## src/rtl/jericalla_gen2.sv

```systemverilog
// ---------------------------------------------------------------------------
// jericalla_gen2 -- three-stage register/RAM micro-datapath
//
// Executes one instruction word per accepted transfer through:
//   stage 0 (decode, combinational register read with write-through)
//   buffer 1 -> stage 1 (execute: ALU or RAM address)
//   buffer 2 -> stage 2 (RAM access, register write-back)
//
// Instruction word (INSTR_W = 3 + 3*REG_AW bits, MSB first):
//   opcode[2:0] | WA | RA1 | RA2
//   000 LI   WA <= zero-extended {RA1,RA2}
//   001 ADD  010 SUB  011 AND  100 OR  101 SLT (unsigned, 1/0)
//   110 SW   RAM[DR1] <= DR2 (no register write)
//   111 LW   WA <= RAM[DR1]
//
// Ports:
//   clk_jericalla      in   clock, rising edge
//   rst_n_jericalla    in   asynchronous active-low reset
//   instr_valid        in   instruccion is presented this cycle
//   instr_ready        out  instruction accepted at the coming edge
//   instruccion        in   instruction word
//   zf_jericalla       out  zero flag of the last ALU operation
//   dataOut_jericalla  out  RAM read data while an LW is in stage 2, else 0
//   wb_valid           out  register write-back at the next edge
//   wb_addr            out  write-back register address
//   wb_data            out  write-back value
//
// Build option:
//   JERICALLA_FWD_EN  defined   -> the buffer-1 result is forwarded into the
//                                  decode operands; only a load-use match
//                                  stalls.
//                     undefined -> any source matching a register-writing
//                                  instruction in buffer 1 stalls one cycle.
// ---------------------------------------------------------------------------
module jericalla_gen2 #(
    parameter int DATA_W = 32,
    parameter int REG_AW = 5,
    parameter int RAM_AW = 5,
    localparam int INSTR_W = 3 + 3*REG_AW
) (
    input  logic               clk_jericalla,
    input  logic               rst_n_jericalla,
    input  logic               instr_valid,
    output logic               instr_ready,
    input  logic [INSTR_W-1:0] instruccion,
    output logic               zf_jericalla,
    output logic [DATA_W-1:0]  dataOut_jericalla,
    output logic               wb_valid,
    output logic [REG_AW-1:0]  wb_addr,
    output logic [DATA_W-1:0]  wb_data
);

    localparam logic [2:0] OP_LI  = 3'b000;
    localparam logic [2:0] OP_ADD = 3'b001;
    localparam logic [2:0] OP_SUB = 3'b010;
    localparam logic [2:0] OP_AND = 3'b011;
    localparam logic [2:0] OP_OR  = 3'b100;
    localparam logic [2:0] OP_SLT = 3'b101;
    localparam logic [2:0] OP_SW  = 3'b110;
    localparam logic [2:0] OP_LW  = 3'b111;

    localparam int IMM_W = 2*REG_AW;
    localparam int EXT_W = (DATA_W > IMM_W) ? DATA_W : IMM_W;

    // ------------------------------------------------------------------
    // Opcode classification and ALU
    // ------------------------------------------------------------------
    function automatic logic uses_ra1(input logic [2:0] op);
        return (op != OP_LI);
    endfunction

    // LW reads only its address register; LI reads nothing.
    function automatic logic uses_ra2(input logic [2:0] op);
        return (op != OP_LI) && (op != OP_LW);
    endfunction

    function automatic logic writes_reg(input logic [2:0] op);
        return (op != OP_SW);
    endfunction

    function automatic logic is_alu(input logic [2:0] op);
        return (op >= OP_ADD) && (op <= OP_SLT);
    endfunction

    // LI travels with its immediate in operand a, so it passes straight through.
    function automatic logic [DATA_W-1:0] alu(input logic [2:0] op,
                                              input logic [DATA_W-1:0] a,
                                              input logic [DATA_W-1:0] b);
        logic [DATA_W-1:0] r;
        case (op)
            OP_ADD:  r = a + b;
            OP_SUB:  r = a - b;
            OP_AND:  r = a & b;
            OP_OR:   r = a | b;
            OP_SLT:  r = DATA_W'(a < b);
            OP_LI:   r = a;
            default: r = '0;
        endcase
        return r;
    endfunction

    // ------------------------------------------------------------------
    // State
    // ------------------------------------------------------------------
    logic [DATA_W-1:0] regs [2**REG_AW];
    logic [DATA_W-1:0] ram  [2**RAM_AW];

    logic              vld_p1;
    logic [2:0]        op_p1;
    logic [REG_AW-1:0] wa_p1;
    logic [DATA_W-1:0] dr1_p1;
    logic [DATA_W-1:0] dr2_p1;

    logic              vld_p2;
    logic [2:0]        op_p2;
    logic [REG_AW-1:0] wa_p2;
    logic [DATA_W-1:0] dr2_p2;
    logic [RAM_AW-1:0] addr_p2;
    logic [DATA_W-1:0] res_p2;

    logic              zf_q;

    // Stage 1 combinational results (declared early: decode forwards from them)
    logic [DATA_W-1:0] alu_a_p1;
    logic [RAM_AW-1:0] addr_p1;
    logic [DATA_W-1:0] res_p1;

    // ------------------------------------------------------------------
    // Stage 0: decode and operand read
    // ------------------------------------------------------------------
    logic [2:0]        op_p0;
    logic [REG_AW-1:0] wa_p0;
    logic [REG_AW-1:0] ra1_p0;
    logic [REG_AW-1:0] ra2_p0;
    logic [EXT_W-1:0]  imm_ext_p0;
    logic [DATA_W-1:0] rf1_p0;
    logic [DATA_W-1:0] rf2_p0;
    logic [DATA_W-1:0] opnd1_p0;
    logic [DATA_W-1:0] opnd2_p0;
    logic [DATA_W-1:0] dr1_p0;
    logic              match1_p0;
    logic              match2_p0;
    logic              hazard_p0;
    logic              transfer;

    assign op_p0      = instruccion[INSTR_W-1 -: 3];
    assign wa_p0      = instruccion[3*REG_AW-1 -: REG_AW];
    assign ra1_p0     = instruccion[2*REG_AW-1 -: REG_AW];
    assign ra2_p0     = instruccion[REG_AW-1:0];
    assign imm_ext_p0 = EXT_W'(instruccion[IMM_W-1:0]);

    // Write-through: the value retiring at the coming edge is visible now.
    assign rf1_p0 = (wb_valid && (wb_addr == ra1_p0)) ? wb_data : regs[ra1_p0];
    assign rf2_p0 = (wb_valid && (wb_addr == ra2_p0)) ? wb_data : regs[ra2_p0];

    // Source fields that collide with the destination of the buffer-1 writer
    assign match1_p0 = vld_p1 && writes_reg(op_p1) && uses_ra1(op_p0) && (wa_p1 == ra1_p0);
    assign match2_p0 = vld_p1 && writes_reg(op_p1) && uses_ra2(op_p0) && (wa_p1 == ra2_p0);

`ifdef JERICALLA_FWD_EN
    // Buffer 1 is younger than buffer 2, so its result takes priority over
    // the write-through path. A load's data does not exist until stage 2,
    // so a matching LW still has to stall.
    assign opnd1_p0  = (match1_p0 && (op_p1 != OP_LW)) ? res_p1 : rf1_p0;
    assign opnd2_p0  = (match2_p0 && (op_p1 != OP_LW)) ? res_p1 : rf2_p0;
    assign hazard_p0 = instr_valid && (op_p1 == OP_LW) && (match1_p0 || match2_p0);
`else
    assign opnd1_p0  = rf1_p0;
    assign opnd2_p0  = rf2_p0;
    assign hazard_p0 = instr_valid && (match1_p0 || match2_p0);
`endif

    // LI carries its immediate in the DR1 slot.
    assign dr1_p0 = (op_p0 == OP_LI) ? imm_ext_p0[DATA_W-1:0] : opnd1_p0;

    // Reset pulls ready low directly; a stall lasts one cycle because the
    // offending instruction leaves buffer 1 at the next edge.
    assign instr_ready = rst_n_jericalla && !hazard_p0;
    assign transfer    = instr_valid && instr_ready;

    // ------------------------------------------------------------------
    // Buffer 1 (stage 0 -> stage 1)
    // ------------------------------------------------------------------
    always_ff @(posedge clk_jericalla or negedge rst_n_jericalla) begin
        if (!rst_n_jericalla) begin
            vld_p1 <= 1'b0;
        end else begin
            vld_p1 <= transfer;
        end
    end

    always_ff @(posedge clk_jericalla) begin
        if (transfer) begin
            op_p1  <= op_p0;
            wa_p1  <= wa_p0;
            dr1_p1 <= dr1_p0;
            dr2_p1 <= opnd2_p0;
        end
    end

    // ------------------------------------------------------------------
    // Stage 1: execute (DR1 steered to the ALU or to the RAM address)
    // ------------------------------------------------------------------
    always_comb begin
        alu_a_p1 = dr1_p1;
        addr_p1  = '0;
        if ((op_p1 == OP_SW) || (op_p1 == OP_LW)) begin
            alu_a_p1 = '0;
            addr_p1  = dr1_p1[RAM_AW-1:0];
        end
    end

    assign res_p1 = alu(op_p1, alu_a_p1, dr2_p1);

    // ------------------------------------------------------------------
    // Buffer 2 (stage 1 -> stage 2)
    // ------------------------------------------------------------------
    always_ff @(posedge clk_jericalla or negedge rst_n_jericalla) begin
        if (!rst_n_jericalla) begin
            vld_p2 <= 1'b0;
            zf_q   <= 1'b0;
        end else begin
            vld_p2 <= vld_p1;
            if (vld_p1 && is_alu(op_p1)) begin
                zf_q <= (res_p1 == '0);
            end
        end
    end

    always_ff @(posedge clk_jericalla) begin
        op_p2   <= op_p1;
        wa_p2   <= wa_p1;
        dr2_p2  <= dr2_p1;
        addr_p2 <= addr_p1;
        res_p2  <= res_p1;
    end

    // ------------------------------------------------------------------
    // Stage 2: RAM access and register write-back
    // ------------------------------------------------------------------
    logic [DATA_W-1:0] ram_rd_p2;

    assign ram_rd_p2 = ram[addr_p2];

    // vld_p2 is cleared asynchronously, so a store caught by reset never lands.
    always_ff @(posedge clk_jericalla) begin
        if (rst_n_jericalla && vld_p2 && (op_p2 == OP_SW)) begin
            ram[addr_p2] <= dr2_p2;
        end
    end

    assign wb_valid          = vld_p2 && writes_reg(op_p2);
    assign wb_addr           = wa_p2;
    assign wb_data           = (op_p2 == OP_LW) ? ram_rd_p2 : res_p2;
    assign dataOut_jericalla = (vld_p2 && (op_p2 == OP_LW)) ? ram_rd_p2 : '0;
    assign zf_jericalla      = zf_q;

    always_ff @(posedge clk_jericalla or negedge rst_n_jericalla) begin
        if (!rst_n_jericalla) begin
            for (int i = 0; i < 2**REG_AW; i++) begin
                regs[i] <= '0;
            end
        end else if (wb_valid) begin
            regs[wb_addr] <= wb_data;
        end
    end

endmodule

```

## config.mk

```make
export PLATFORM = sky130hd
export DESIGN_NAME = jericalla_gen2
export DESIGN_NICKNAME = d
export VERILOG_FILES = /design/src/rtl/jericalla_gen2.sv
export SDC_FILE = /design/constraint.sdc
export NUM_CORES = 2
export LEC_CHECK = 0
export ABC_AREA = 1
export BUFFER_PORTS_ARGS = -buffer_cell sky130_fd_sc_hd__buf_4
export CELL_PAD_IN_SITES_DETAIL_PLACEMENT = 1
export CELL_PAD_IN_SITES_GLOBAL_PLACEMENT = 2
export CORE_MARGIN = 1.5
export CORE_UTILIZATION = 44
export DETAILED_ROUTE_END_ITERATION = 10
export PLACE_DENSITY_LB_ADDON = 0.15
export SETUP_SLACK_MARGIN = 0.4
export SLEW_MARGIN = 20
export SYNTH_ARGS = -nofsm -noshare
export SYNTH_HDL_FRONTEND = slang
export SYNTH_SLANG_ARGS = --single-unit
```

## constraint.sdc

```tcl
create_clock -name clk_jericalla -period 8.3 [get_ports clk_jericalla]
set_clock_uncertainty 0.1 [all_clocks]
set_input_delay 1.66 -clock clk_jericalla [delete_from_list [all_inputs] [get_ports clk_jericalla]]
set_output_delay 1.66 -clock clk_jericalla [all_outputs]
set_load 0.01 [all_outputs]
```

After elaboration in Yosys (flattened, before gate mapping)
Memory sizes are Yosys's and may differ from the RTL's. A register that Yosys moved wholly into a read port is not among the register bits.
Cells that the tools add are included.
- bits in registers: 1176
- RAM bits: 1024
- input port bits: 21
- output and inout bits: 72
- logic and storage cells: 120
- memories kept: 1
- $add $sub $neg: 2
- order comparisons: 7
- equality and inequality tests: 16
- muxes and demuxes: 19
- bitwise operators: 5
- reductions and logical operators: 25
- memory list (name ; words ; width ; rd ports ; clocked after Yosys merged registers in ; write ports ; line ; source):
    ram ; 32 ; 32 ; 1 ; 1 ; 1 ; 106 ; logic [DATA_W-1:0] ram [2**RAM_AW];
- operator list (cell ; count):
    $bwmux W1024 ; 1
    $bmux W32 S5 ; 2
    $mux W32 ; 10
    $pmux W32 S6 ; 1
    $demux W32 S5 ; 1
    $add A32 B32 Y32 ; 1
    $and A32 B32 Y32 ; 1
    $logic_not A32 Y1 ; 1
    $lt A32 B32 Y1 ; 1
    $or A32 B32 Y32 ; 1
    $sub A32 B32 Y32 ; 1
    $eq A5 B5 Y1 ; 4
    $eq A3 B3 Y1 const B ; 6
    $ge A6 B6 Y1 const B ; 3
    $logic_and A1 B1 Y1 ; 18
    $not A5 Y6 ; 3
    $mux W10 ; 1
    $ne A3 B3 Y1 const B ; 3
    $eq A3 B2 Y1 const B ; 2
    $logic_not A3 Y1 ; 2
    $lt A6 B1 Y1 const B ; 1
    $mux W5 ; 1
    $eq A3 B1 Y1 const B ; 1
    $ge A3 B1 Y1 const B ; 1
    other kinds (5) ; 7

Depth between registers and ports, before layout
- depth in word-level cells: 9
- mapped depth: 28
- gate-level depth less buffers: 24

Least setup slack after synthesis
Ideal clock, no wire load.
- path type: input to register
- from: input instruccion[5]
- to: register dr1_p1[0], enable pin
- library setup time: 438 ps
- arrival: 4722 ps
- data required time: 7762 ps
- slack: 3040 ps
- stages on the path: 9
- path buffers: 3
- path through: buf_2 clkbuf_1 buf_1 xor2_1 nor2_1 nand4_1 o31ai_1 a31oi_1 and2_1
- longest elaborated chain between the ends: 7
- ends and longest elaborated chain (what ; line ; source):
    start, declared ; 45 ; input logic [INSTR_W-1:0] instruccion,
    $eq A5 B5 Y1 ; 157 ; assign match1_p0 = vld_p1 && writes_reg(op_p1) && uses_ra1(op_p0) && (wa_p1 == ra1_p0);
    $logic_and A1 B1 Y1 ; 157 ;
    $logic_or A1 B1 Y1 ; 170 ; assign hazard_p0 = instr_valid && (match1_p0 || match2_p0);
    $logic_and A1 B1 Y1 ; 170 ;
    $logic_not A1 Y1 ; 178 ; assign instr_ready = rst_n_jericalla && !hazard_p0;
    $logic_and A1 B1 Y1 ; 178 ;
    via instr_ready ; 44 ; output logic instr_ready,
    $logic_and A1 B1 Y1 ; 179 ; assign transfer = instr_valid && instr_ready;
    via transfer ; 144 ; logic transfer;
    end signal, assigned ; 196 ; dr1_p1 <= dr1_p0;
    end, declared ; 111 ; logic [DATA_W-1:0] dr1_p1;
The timed path passes the listed nets, and every way through them passes these cells.
A chain may end at the register's enable or synchronous reset.

==> metrics.yaml <==
finalCritPeriodShare_pct: 85.6
first_pass_iters: 6
crit_top_cell: "buf_4"
drt_iter0_markers: 10400
path_class: "reg2out"
start_kind: "flip-flop"
routabilityCongestion: 0.943
cts_resized: 0
gr-total-overflow: 0
final_layout_size_suffix_gt1_share_pct: 8.10
r2r-end: "dr1_p1[25]"
ys_top_cells_by_area: "edfxtp_1 32%, dfrtp_1 25%, o21ai_0 10%, nand2_1 5.8%, a21oi_1 5.6%"
maxCapViolCount: 0
grt_max_degree: 167
fin_util_pct: 49.3
grt_pass1_wl_um: 659000
ctsHoldBuffers: 0
grt_pass1_vias: 91900
r2r_setup_slack_ps: 3180
crit_fanout: 110
layout_commonest_cell: "o21ai_0"
async_flop_share_pct: 46.7
syn_area_um2: 104000
rsz0062_at_grt: "false"
synth-compound-area-share_pct: 23.2
num_vias: 91700
cts-root-buf: "clkbuf_16"
synth_seq_cells: 2200
ys.warnings.count: 0
cts_made_buffers: 236
synth.avg_cell_area_um2: 9.22
wl_met2_um: 206000
tightest_slew_ps: 1190
worst_r2r_path_depth: 12
n_fill_cell: 26600
die_h_um: 490
synth-seq-area-share_pct: 57.6
hold_viol: 0
mostFrequentLayoutCells: "2,080 x o21ai_0, 1,618 x nand2_1, 1,160 x a21oi_1"
cts_buffer_depth: 3
antenna_found_initial: 22
dp_hpwl_um: 275000
core_region_area_um2: 236000
synth_top_area_share_pct: 31.5
dieWidth_um: 490
port_buffers: 92
crit-reg2reg-launch: "addr_p2[1]"
synth_top_family_by_area: "compound AO/OA/AOI/OAI gates"
critPathCaptureType: "output port"
relSlewSlack_pct: 20.8
met3_length_um: 43100
start_util_pct: 44.3
period_minus_slack_ps: 7100
ios: 93
setup_tns_ps: 0
synthXorXnorAreaFrac_pct: 0.134
startpoint: "addr_p2[1]"
clock-sinks: 2200
nets: 11100
worstHoldPathType: "reg2reg"
critical_path.max_stage_delay_ps: 700
synthDistinctLibCells: 59
vias_per_cell: 6.38
syn-instance-count: 11300
cp.arrival_ps: 5340
wl_per_cell_um: 31.9
drcViolationCount: 0
row_count: 178
grtUsageTotal_pct: 37.3
timing.fmax_mhz: 141
drv_slew: 0
clk_pin_slew_ps: 60
path_cells: "nand2_1 > inv_8 > buf_4 > a22oi_1 > a21oi_1 > nor4_1 > buf_4 > nand2_1 > nand2_1 > o21a_1 > buf_4 > inv_1 > buf_4"
crit_required_ps: 6540
cts_setup_buffers: 0
synth_edf_count: 1096
wirelength_um: 458000
ir_worst_vdd_uv: 207
synth_largest_area_cell: "edfxtp_1"
syn_to_final_growth_pct: 11.4
htreeDepth: 4
synthSimpleGateAreaFrac_pct: 11.3
synth_nets: 11400
highest_layer: "met5"
clkLatencyLatePin_ps: 970
wl_met1_um: 183000
p_per_area_nw_per_um2: 228
dieArea_um2: 240000
synth_fa_ha_area_share_pct: 0.830
setup_viol: 0
critical-path-slowest-cell: "nor4_1"
drtAntennaViolNets: 0
power_leakage_uw: 0.0438
synth_top_flop_cell: "edfxtp_1"
status: "finished clean"
cts_tree: "yes"
synth.area.mux_share_pct: 0
crit_path_end: "wb_data[2]"
-- cell type report --
cell class / instances / area, µm² / area share, %
diodes: 7 / 17.5 / 0.0151
well taps: 3150 / 3940 / 3.39
repair buffers: 346 / 2950 / 2.54
clock inverters: 124 / 1580 / 1.36
multi-input cells: 7293 / 37500 / 32.3
clock buffers: 322 / 6580 / 5.66
flip-flops and latches: 2200 / 60200 / 51.8
inverters: 917 / 3510 / 3.02
-- cells in the mapped netlist (all sizes together), types with 35 or more instances --
cell / count
o21ai: 2263
ha: 66
o211ai: 211
nand4: 35
buf: 245
a31oi: 35
edfxtp: 1096
nor3: 35
nor4: 61
clkbuf: 664
a21oi: 1163
dfrtp: 1027
nand2: 1633
nor2: 593
a22oi: 513
nand3: 495
o22ai: 47
dfxtp: 77
inv: 906
o221ai: 40
-- critical path, delay by kind of cell (launching register included) --
kind | cells | cell delay (ps)
AOI/OAI and AO/OA | 3 | 730
buffers and inverters | 6 | 1940
DFF | 1 | 370
and+or+nand+nor | 4 | 1150
-- cells by family (layout without fill, tap and decap cells) --
group	count (synthesis)	after routing
AOI/OAI and AO/OA	4348	4348
adders and majority gates	68	68
DFF	2200	2200
buffers and inverters	1826	1709
and+or+nand+nor	2861	2861
xor gates and xnor gates	16	16
other	0	7
-- layer usage --
| metal | GRT usage, % | vias to the layer above |
|---|---|---|
| met3 | 7.89 | 1056 |
| met4 | 18.6 | 14 |
| met1 | 49.6 | 47000 |
| met2 | 57.9 | 4470 |
| li1 | - | 39100 |
| met5 | 0 | - |
-- how the worst min path moves through the flow --
stage                       from  endpoint  slack (ps)  cells past startpoint
after global placement    vld_p1    vld_p2         260                      0
final                     vld_p1    vld_p2         280                      0
after detailed placement  vld_p1    vld_p2         270                      0
after global routing      vld_p1    vld_p2         290                      0
after CTS                 vld_p1    vld_p2         280                      0
after floorplan           vld_p1    vld_p2         250                      0
-- state kept, by name (all words and copies together), names as in the netlist --
name and cells:
zf_jericalla 1, dr2_p2 32, addr_p2 5, ram 1024, vld_p1 1, dr2_p1 32
regs 1024, res_p2 32, wa_p1 5, op_p2 3, dr1_p1 32, op_p1 3
wb_addr 5, vld_p2 1
-- metrics by stage --
step | power, µW | cells | cell area (µm²) | hold WS [ps] | worst slack, ps
4_1_cts | 26600 | 14400 | 116000 | 281 | 1420
3_3_place_gp | 15400 | 13900 | 108000 | 262 | 2540
2_1_floorplan | 14100 | 11300 | 104000 | 254 | 3040
3_5_place_dp | 15500 | 13900 | 108000 | 268 | 2420
5_1_grt | 27300 | 14400 | 116000 | 290 | 1170
6_report | 26600 | 14400 | 116000 | 283 | 1200
-- report_power, final --
group / switching (µW) / internal [µW] / total, µW / leakage (µW)
combinational: 2250 / 791 / 3040 / 0.0152
clock: 4770 / 6380 / 11200 / 0.00397
sequential: 406 / 12000 / 12400 / 0.0246
No activity file was read; power rests on OpenSTA's default activity.
